<file path="src/rtl/dma_pkg.sv">
// Shared types and constants for the DMA read-channel arbiter.
package dma_pkg;

    typedef enum logic {
        ST_IDLE = 1'b0,
        ST_HOLD = 1'b1
    } ar_state_t;

    localparam int DEF_ID_BASE         = 4;
    localparam int DEF_MAX_OUTSTANDING = 2;
    localparam int MAX_OUTSTANDING_LIM = 15;
    localparam int CNT_W               = $clog2(MAX_OUTSTANDING_LIM + 1);

endpackage

</file>
<file path="src/rtl/rr_arbiter.sv">
// One-hot request arbiter; round-robin by default, fixed lowest-index priority
// when DMA_RD_ARB_FIXED_PRIO_EN is defined.
module rr_arbiter #(
    parameter int NUM_PORTS = 2
) (
    input  logic                 aclk,
    input  logic                 aresetn,
    input  logic [NUM_PORTS-1:0] req,
    input  logic                 ack,
    input  logic [NUM_PORTS-1:0] ack_grant,
    output logic [NUM_PORTS-1:0] grant
);

`ifdef DMA_RD_ARB_FIXED_PRIO_EN

    logic unused_ok;
    assign unused_ok = ^{aclk, aresetn, ack, ack_grant};

    assign grant = req & (~req + NUM_PORTS'(1));

`else

    localparam int PTR_W = $clog2(NUM_PORTS);

    logic [PTR_W-1:0]     ptr;
    logic [PTR_W-1:0]     ack_idx;
    logic [NUM_PORTS-1:0] hi_req;
    logic [NUM_PORTS-1:0] pick;

    // Requests at/after the pointer take precedence; otherwise wrap to the lowest.
    always_comb begin
        hi_req = '0;
        for (int i = 0; i < NUM_PORTS; i++) begin
            hi_req[i] = req[i] && (i >= int'(ptr));
        end
        pick  = (|hi_req) ? hi_req : req;
        grant = pick & (~pick + NUM_PORTS'(1));
    end

    always_comb begin
        ack_idx = '0;
        for (int i = 0; i < NUM_PORTS; i++) begin
            if (ack_grant[i]) begin
                ack_idx = PTR_W'(i);
            end
        end
    end

    always_ff @(posedge aclk or negedge aresetn) begin
        if (!aresetn) begin
            ptr <= '0;
        end else if (ack) begin
            ptr <= (ack_idx == PTR_W'(NUM_PORTS - 1)) ? '0 : ack_idx + PTR_W'(1);
        end
    end

`endif

endmodule

</file>
<file path="src/rtl/axi_dma_rd_arb.sv">
// Shares one AXI read channel between NUM_PORTS DMA readers; R beats routed by rid.
// Build option: DMA_RD_ARB_FIXED_PRIO_EN selects fixed priority instead of round-robin.
//
// state   | meaning
// ST_IDLE | no AR pending; arbitrate eligible requesters each cycle
// ST_HOLD | latched AR presented on master port until m_arready
module axi_dma_rd_arb
    import dma_pkg::*;
#(
    parameter int NUM_PORTS       = 2,
    parameter int AXI_ADDR_WIDTH  = 32,
    parameter int AXI_DATA_WIDTH  = 128,
    parameter int AXI_ID_WIDTH    = 4,
    parameter int AXI_BURST_WIDTH = 6,
    parameter int ID_BASE         = DEF_ID_BASE,
    parameter int MAX_OUTSTANDING = DEF_MAX_OUTSTANDING
) (
    input  logic                                 aclk,
    input  logic                                 aresetn,
    input  logic [NUM_PORTS*AXI_ID_WIDTH-1:0]    s_arid,
    input  logic [NUM_PORTS*AXI_ADDR_WIDTH-1:0]  s_araddr,
    input  logic [NUM_PORTS*AXI_BURST_WIDTH-1:0] s_arlen,
    input  logic [NUM_PORTS-1:0]                 s_arvalid,
    output logic [NUM_PORTS-1:0]                 s_arready,
    output logic [AXI_ID_WIDTH-1:0]              s_rid,
    output logic [AXI_DATA_WIDTH-1:0]            s_rdata,
    output logic [1:0]                           s_rresp,
    output logic                                 s_rlast,
    output logic [NUM_PORTS-1:0]                 s_rvalid,
    input  logic [NUM_PORTS-1:0]                 s_rready,
    output logic [AXI_ID_WIDTH-1:0]              m_arid,
    output logic [AXI_ADDR_WIDTH-1:0]            m_araddr,
    output logic [AXI_BURST_WIDTH-1:0]           m_arlen,
    output logic                                 m_arvalid,
    input  logic                                 m_arready,
    input  logic [AXI_ID_WIDTH-1:0]              m_rid,
    input  logic [AXI_DATA_WIDTH-1:0]            m_rdata,
    input  logic [1:0]                           m_rresp,
    input  logic                                 m_rlast,
    input  logic                                 m_rvalid,
    output logic                                 m_rready,
    output logic                                 err_unmapped
);

    localparam int IW = AXI_ID_WIDTH;
    localparam int AW = AXI_ADDR_WIDTH;
    localparam int BW = AXI_BURST_WIDTH;
    localparam logic [CNT_W-1:0] MAXC = CNT_W'(MAX_OUTSTANDING);

    ar_state_t            state;
    logic [NUM_PORTS-1:0] gsel;
    logic [NUM_PORTS-1:0] eligible;
    logic [NUM_PORTS-1:0] arb_grant;
    logic [NUM_PORTS-1:0] dec;
    logic [NUM_PORTS-1:0] rid_hit;
    logic                 rid_mapped;
    logic                 ar_ack;
    logic                 r_done;
    logic [IW-1:0]        sel_id;
    logic [AW-1:0]        sel_addr;
    logic [BW-1:0]        sel_len;
    logic [CNT_W-1:0]     cnt [NUM_PORTS];

    assign ar_ack    = (state == ST_HOLD) && m_arvalid && m_arready;
    assign s_arready = ar_ack ? gsel : '0;

    always_comb begin
        for (int i = 0; i < NUM_PORTS; i++) begin
            eligible[i] = s_arvalid[i] && (cnt[i] < MAXC);
        end
    end

    rr_arbiter #(
        .NUM_PORTS (NUM_PORTS)
    ) u_arb (
        .aclk      (aclk),
        .aresetn   (aresetn),
        .req       (eligible),
        .ack       (ar_ack),
        .ack_grant (gsel),
        .grant     (arb_grant)
    );

    always_comb begin
        sel_id   = '0;
        sel_addr = '0;
        sel_len  = '0;
        for (int i = 0; i < NUM_PORTS; i++) begin
            if (arb_grant[i]) begin
                sel_id   = s_arid[i*IW +: IW];
                sel_addr = s_araddr[i*AW +: AW];
                sel_len  = s_arlen[i*BW +: BW];
            end
        end
    end

    always_ff @(posedge aclk or negedge aresetn) begin
        if (!aresetn) begin
            state     <= ST_IDLE;
            m_arvalid <= 1'b0;
            m_arid    <= '0;
            m_araddr  <= '0;
            m_arlen   <= '0;
            gsel      <= '0;
        end else begin
            case (state)
                ST_IDLE: begin
                    if (|eligible) begin
                        m_arid    <= sel_id;
                        m_araddr  <= sel_addr;
                        m_arlen   <= sel_len;
                        m_arvalid <= 1'b1;
                        gsel      <= arb_grant;
                        state     <= ST_HOLD;
                    end
                end
                ST_HOLD: begin
                    if (m_arready) begin
                        m_arvalid <= 1'b0;
                        state     <= ST_IDLE;
                    end
                end
                default: state <= ST_IDLE;
            endcase
        end
    end

    always_comb begin
        for (int i = 0; i < NUM_PORTS; i++) begin
            rid_hit[i] = (int'(m_rid) == ID_BASE + i);
        end
    end

    // Unmapped beats are accepted and dropped so the DDR side never stalls.
    assign rid_mapped = |rid_hit;
    assign s_rvalid   = m_rvalid ? rid_hit : '0;
    assign m_rready   = rid_mapped ? |(rid_hit & s_rready) : 1'b1;
    assign s_rid      = m_rid;
    assign s_rdata    = m_rdata;
    assign s_rresp    = m_rresp;
    assign s_rlast    = m_rlast;
    assign r_done     = m_rvalid && m_rready && m_rlast;

    always_comb begin
        for (int i = 0; i < NUM_PORTS; i++) begin
            dec[i] = r_done && rid_hit[i] && (cnt[i] != '0);
        end
    end

    always_ff @(posedge aclk or negedge aresetn) begin
        if (!aresetn) begin
            for (int i = 0; i < NUM_PORTS; i++) begin
                cnt[i] <= '0;
            end
        end else begin
            for (int i = 0; i < NUM_PORTS; i++) begin
                if (s_arready[i] && !dec[i] && (cnt[i] != MAXC)) begin
                    cnt[i] <= cnt[i] + CNT_W'(1);
                end else if (dec[i] && !s_arready[i]) begin
                    cnt[i] <= cnt[i] - CNT_W'(1);
                end
            end
        end
    end

    always_ff @(posedge aclk or negedge aresetn) begin
        if (!aresetn) begin
            err_unmapped <= 1'b0;
        end else if (m_rvalid && !rid_mapped) begin
            err_unmapped <= 1'b1;
        end
    end

endmodule

</file>
<file path="config.mk">
export PLATFORM = sky130hd
export DESIGN_NAME = axi_dma_rd_arb
export DESIGN_NICKNAME = d
export VERILOG_FILES = /design/src/rtl/dma_pkg.sv /design/src/rtl/rr_arbiter.sv /design/src/rtl/axi_dma_rd_arb.sv
export SDC_FILE = /design/constraint.sdc
export NUM_CORES = 1
export LEC_CHECK = 0
export CORE_AREA = 4 4 157 159
export DETAILED_ROUTE_END_ITERATION = 8
export DIE_AREA = 0 0 161 163
export GPL_ROUTABILITY_DRIVEN = 0
export GPL_TIMING_DRIVEN = 0
export PLACE_DENSITY = 0.56
export SLEW_MARGIN = 10
export SYNTH_ARGS = -nofsm -noshare
export SYNTH_HDL_FRONTEND = slang
export SYNTH_SLANG_ARGS = --single-unit
</file>
<file path="constraint.sdc">
create_clock -name aclk -period 3.3 [get_ports aclk]
set_input_delay 0.33 -clock aclk [delete_from_list [all_inputs] [get_ports aclk]]
set_output_delay 0.33 -clock aclk [all_outputs]
set_load 0.03 [all_outputs]
</file>
# Word level (Yosys, flattened, before mapping)
# Cells that the tools add are included.
# word_totals
reg_bits	56
in_bits	227
out_inout_bits	184
word_cells	84
# op_classes
addsub	6
n_lt_le_gt_ge	3
eq_ne	6
mux	22
bitwise_logic	4
n_reduce_logical	33
# ops
operator	n
$mux 32	2
$mux 4	6
$logic_and 1x1->1	18
$mux 6	2
$add 4x1->4 const B	2
$eq 4x4->1 const B	2
$lt 4x2->1 const B	2
$mux 1	8
$ne 4x2->1 const B	2
$reduce_bool 4->1	2
$reduce_or 2->1	4
$sub 4x1->4 const B	2
$logic_not 1->1	5
$and 2x2->2	2
$mux 2	2
$ne 2x2->1 const B	2
$pmux 1 s2	2
$reduce_and 2->1	2
$reduce_bool 2->1	2
$add 2x1->2 const B	1
$not 2->2	1
$add 1x1->1 const B	1
$ge 1x1->1 const A	1
$not 1->1	1

# Depth between registers and ports, before layout
# logic_depth
ltp_word	12
depth_mapped	11
mapped_depth_nobuf	10

# By module
# A second synthesis with hierarchy kept.
# hier_totals
cells_unflattened	418
hier_area_um2	3744.8
# by_module_without_submodules
module	n_inst	cells_each	area_per_inst_um2	seq_area_each_um2
axi_dma_rd_arb	1	412	3692.3	1376.3
rr_arbiter	1	6	52.6	25.0

# Worst setup path before layout
# OpenSTA, ideal clock, no wires.
# synth_timing
path_type	reg-to-reg
start	reg m_arvalid
end	reg cnt[3] in the netlist's numbering
setup_ps	80
t_arrival_ps	2498
t_required_ps	3220
slack_ps	722
stages_incl_launch_ff	11
n_path_buf	0
synth_period_minus_slack_ps	2578
cell_sequence	dfrtp_1 -> nand4_1 -> inv_1 -> nand2_1 -> o22ai_1 -> inv_1 -> ha_1 -> a21o_1 -> a21oi_1 -> mux2i_1 -> xnor2_1
# synth_between
elab_chain_cells	6
word_cells_on_any_way	9
classes_between	mux: 2; reduce/logical: 7
# synth_rtl
element	line_no	text
start, declared	axi_dma_rd_arb.sv:34	output logic m_arvalid,
start signal, assigned	axi_dma_rd_arb.sv:100	m_arvalid <= 1'b0;
start signal, assigned	axi_dma_rd_arb.sv:112	m_arvalid <= 1'b1;
start signal, assigned	axi_dma_rd_arb.sv:119	m_arvalid <= 1'b0;
$logic_and 1x1->1 (*) (2 in series)	axi_dma_rd_arb.sv:64	assign ar_ack = (state == ST_HOLD) && m_arvalid && m_arready;
$mux 2 (*)	axi_dma_rd_arb.sv:65	assign s_arready = ar_ack ? gsel : '0;
via s_arready[1]	axi_dma_rd_arb.sv:24	output logic [NUM_PORTS-1:0] s_arready,
$logic_and 1x1->1 / $logic_not 1->1 (equally long branches)	axi_dma_rd_arb.sv:157, axi_dma_rd_arb.sv:159	
$logic_and 1x1->1 (on tied branches)	axi_dma_rd_arb.sv:157, axi_dma_rd_arb.sv:159	
$mux 4 / $reduce_bool 2->1 (equally long branches)	--	
end signal, assigned by index	axi_dma_rd_arb.sv:158	cnt[i] <= cnt[i] + CNT_W'(1);
end signal, assigned by index	axi_dma_rd_arb.sv:160	cnt[i] <= cnt[i] - CNT_W'(1);
end, declared	axi_dma_rd_arb.sv:62	logic [CNT_W-1:0] cnt [NUM_PORTS];
# Mark *: on every way through the listed nets, which the timed path passes. The rest lies on a longest branch.
# A chain may end at the register's enable or synchronous reset.

# Worst setup path in the final report
# layout_timing
start	in m_rid[3]
end	reg cnt[6] in the netlist's numbering
# layout_between
elab_chain_cells	12
word_cells_on_any_way	16
classes_between	eq/ne: 2; mux: 2; bitwise: 1; reduce/logical: 11
# layout_rtl
element	line_no	text
start, declared	axi_dma_rd_arb.sv:36	input logic [AXI_ID_WIDTH-1:0] m_rid,
$eq 4x4->1	axi_dma_rd_arb.sv:130	rid_hit[i] = (int'(m_rid) == ID_BASE + i);
$and 2x2->2	axi_dma_rd_arb.sv:137	assign m_rready = rid_mapped ? |(rid_hit & s_rready) : 1'b1;
$reduce_or 2->1	axi_dma_rd_arb.sv:137	
$mux 1	axi_dma_rd_arb.sv:137	
$logic_and 1x1->1 (2 in series)	axi_dma_rd_arb.sv:142	assign r_done = m_rvalid && m_rready && m_rlast;
$logic_and 1x1->1 (*) (2 in series)	axi_dma_rd_arb.sv:146	dec[i] = r_done && rid_hit[i] && (cnt[i] != '0);
$logic_not 1->1	axi_dma_rd_arb.sv:157	if (s_arready[i] && !dec[i] && (cnt[i] != MAXC)) begin
$logic_and 1x1->1 (2 in series)	axi_dma_rd_arb.sv:157	
$mux 4 / $reduce_bool 2->1 (equally long branches)	--	
# Mark *: on every way between the ends. The rest lies on a longest branch, timed or not.

==> impl_metrics.py <==
metrics = {
    "yosys": {
        "yosys.area.top_type": "dfrtp_1",
        "ys_warn_count": 0,
        "synth_top_area_share_pct": 36.9,
        "ys_ff_latch": 56,
        "synth_edf_count": 0,
        "synthesis.area_sq_um": 3800,
        "synth_cell_types": 41,
        "synthTopCellsByArea": "dfrtp_1 37%, buf_4 27%, a221oi_1 6.9%",
        "syn_avg_cell_area_sq_um": 9.23,
        "synthFlopType": "dfrtp_1",
        "ys_async_sr_fraction_pct": 100,
        "syn-num-nets": 645,
        "synthTopCellsByCount": "136 x buf_4, 68 x nor2_1, 56 x dfrtp_1",
        "postSynthCellCount": 412,
        "synth-seq-area-share_pct": 36.9,
        "yosysMostFrequentCell": "buf_4",
    },
    "power": {
        "ir_drop_v": 0.000314,
        "p_total_mw": 4.59,
        "powerDensity_nw_per_um2": 642,
        "leakagePower_nw": 3.15,
    },
    "drt": {
        "drtIter0Drc": 132,
        "first_pass_iters": 4,
        "wl_per_cell_um": 15.6,
        "num_vias": 3865,
        "viasPerCell": 3.79,
        "drc": 0,
        "antenna_left": 0,
        "routed_wirelength_mm": 15.9,
    },
    "place": {
        "io_buffer_count": 280,
        "dpl.hpwl_mm": 13.1,
        "placed_area_sq_um": 7000,
        "place_ws_ps": 89.3,
        "place_inst": 1011,
    },
    "clocking": {
        "root_buffer": "clkbuf_16",
        "postCtsSetupRepairBufs": 0,
        "cts.reportedPaths.clkPinSlew_ps": 80,
        "cts_buffers": 5,
        "htreeDepth": 2,
        "cts_resized": 0,
        "clk_latency_ps": 300,
        "cts_sinks": 56,
        "cts_buffer_depth": 2,
        "cts_tree": "built",
        "hold_buffers": 0,
    },
    "die": {
        "core_sq_um": 23300,
        "io_pins": 411,
        "die_h_um": 163,
        "fp.dieW_um": 161,
        "rows": 56,
        "die-area_sq_um": 26200,
        "initial_utilization_pct": 16.3,
    },
    "global_route": {
        "antenna_found_initial": 0,
        "grt_max_degree": 57,
        "grt_first_pass_wirelength_mm": 22.5,
        "grt_overflow": 0,
        "grt_use_total_pct": 11.1,
        "grt_pass1_vias": 3928,
    },
    "cells_and_area": {
        "drive_gt1_share_pct": 22.9,
        "nNetsFinal": 932,
        "num_antenna_cells": 0,
        "final_cells": 1019,
        "postLayoutCellArea_sq_um": 7150,
        "area_growth_syn_to_layout_pct": 88.0,
    },
    "timing": {
        "finClkSkew_ps": 11.4,
        "finalWorstSetupSlack_ps": 386,
        "maxSlewViolCount": 0,
        "setup_tns_ps": 0,
        "fmaxAchievable_mhz": 343,
        "setup_violations": 0,
        "rsz0062_at_grt": "false",
        "layout_worst_path_cycle_share_pct": 88.3,
        "tightest_slew_ps": 785,
        "slew_headroom_pct": 47.7,
        "finalHoldViolCount": 0,
        "period_minus_slack_ps": 2910,
    },
    "setup_path": {
        "cp-end-kind": "flip-flop",
        "critPathRequiredTime_ps": 3490,
        "crit_fanout": 8,
        "critPathKind": "in -> reg",
        "cp-start-kind": "input port",
        "arrival_ps": 3110,
    },
    "hold_path": {
        "worstHoldPathType": "in -> async",
    },
    "flow_run": {
        "cap_viol_max_count": 0,
    },
    "run_status": {
        "status": "finished, final reports clean",
    },
}
## flip-flops by register name, indices dropped and copies added (netlist names)
name,count
gsel,2
err_unmapped,1
m_arvalid,1
m_araddr,32
cnt,8
m_arid,4
state,1
m_arlen,6
u_arb.ptr,1
## cells in the final DEF, fill, tap and decap left out, types with 2 or more instances in the layout
| cell type | instances |
|---|---|
| buf_6 | 4 |
| clkbuf_1 | 6 |
| and3_1 | 2 |
| nor3_1 | 3 |
| o21ai_0 | 5 |
| nor2_1 | 68 |
| ha_1 | 4 |
| buf_2 | 6 |
| fa_1 | 2 |
| inv_1 | 19 |
| buf_4 | 137 |
| mux2i_1 | 4 |
| a21oi_1 | 9 |
| a221oi_1 | 30 |
| nor2b_1 | 2 |
| nand4_1 | 2 |
| o22ai_1 | 2 |
| xor2_1 | 3 |
| clkbuf_16 | 5 |
| a222oi_1 | 13 |
| dfrtp_1 | 56 |
| a21o_1 | 4 |
| nand2_1 | 8 |
| xnor2_1 | 4 |
| or3_1 | 3 |
| clkdlybuf4s50_1 | 279 |
## metrics by stage
stage	utilization [%]	hold WS, ps
floorplan	-	34.4
global placement	30.1	464
detailed placement	30.1	467
CTS	30.7	125
global route	30.7	150
finish	30.7	88.0
## cell families after synthesis
group,share of synthesized area (%)
buf+inv,31.4
flops,36.9
fa+ha+maj,2.37
xor+xnor,1.61
compound gates,14.5
mux,1.35
simple gates,11.8
## area by class of cell
type                    instances  area, sq um
plain buffers                 153         1120
clock buffers                   5          125
clock inverters                 3         21.3
fillers                      2483        16100
inverters                      19         71.3
multi-input cells             184         1210
flip-flops and latches         56         1400
well taps                     319          399
repair buffers                280         2800
## critical path, cell delays in order
cell             delay [ps]
clkdlybuf4s50_1         440
nand4bb_1               260
or3_1                   370
buf_2                   170
o21ai_0                 480
ha_1                    370
xnor2_1                 220
o21ai_0                 110
a221o_1                 360
## metal layers
metal	GRT usage, %	routed length (um)	part of all wire, %	vias to the layer above
li1	-	-	-	1850
met1	12.0	5640	35	1774
met2	20.9	8540	54	230
met3	3.70	1610	10	11
met4	2.40	132	0.83	0
met5	0	0	0	-
## worst paths after layout
| kind | from | end | slack [ps] | cells past startpoint |
|---|---|---|---|---|
| max in group asynchronous | aresetn | cnt[0] | 2680 | 1 |
| min in group aclk | gsel[0] | gsel[0] | 480 | 1 |
| setup reg to reg | cnt[3] | cnt[3] | 680 | 9 |
| hold / removal | aresetn | m_araddr[12] | 90 | 1 |
| setup / recovery | m_rid[3] | cnt[6] | 390 | 9 |
| hold reg to reg | gsel[0] | gsel[0] | 480 | 1 |
## report_power, final
group          total [mW]  switching [mW]  internal, mW
Clock               0.569           0.285         0.285
Combinational        2.76            1.53          1.23
Sequential           1.26           0.239          1.02
Total                4.59            2.05          2.53
Power figures use the tool's default switching activity.
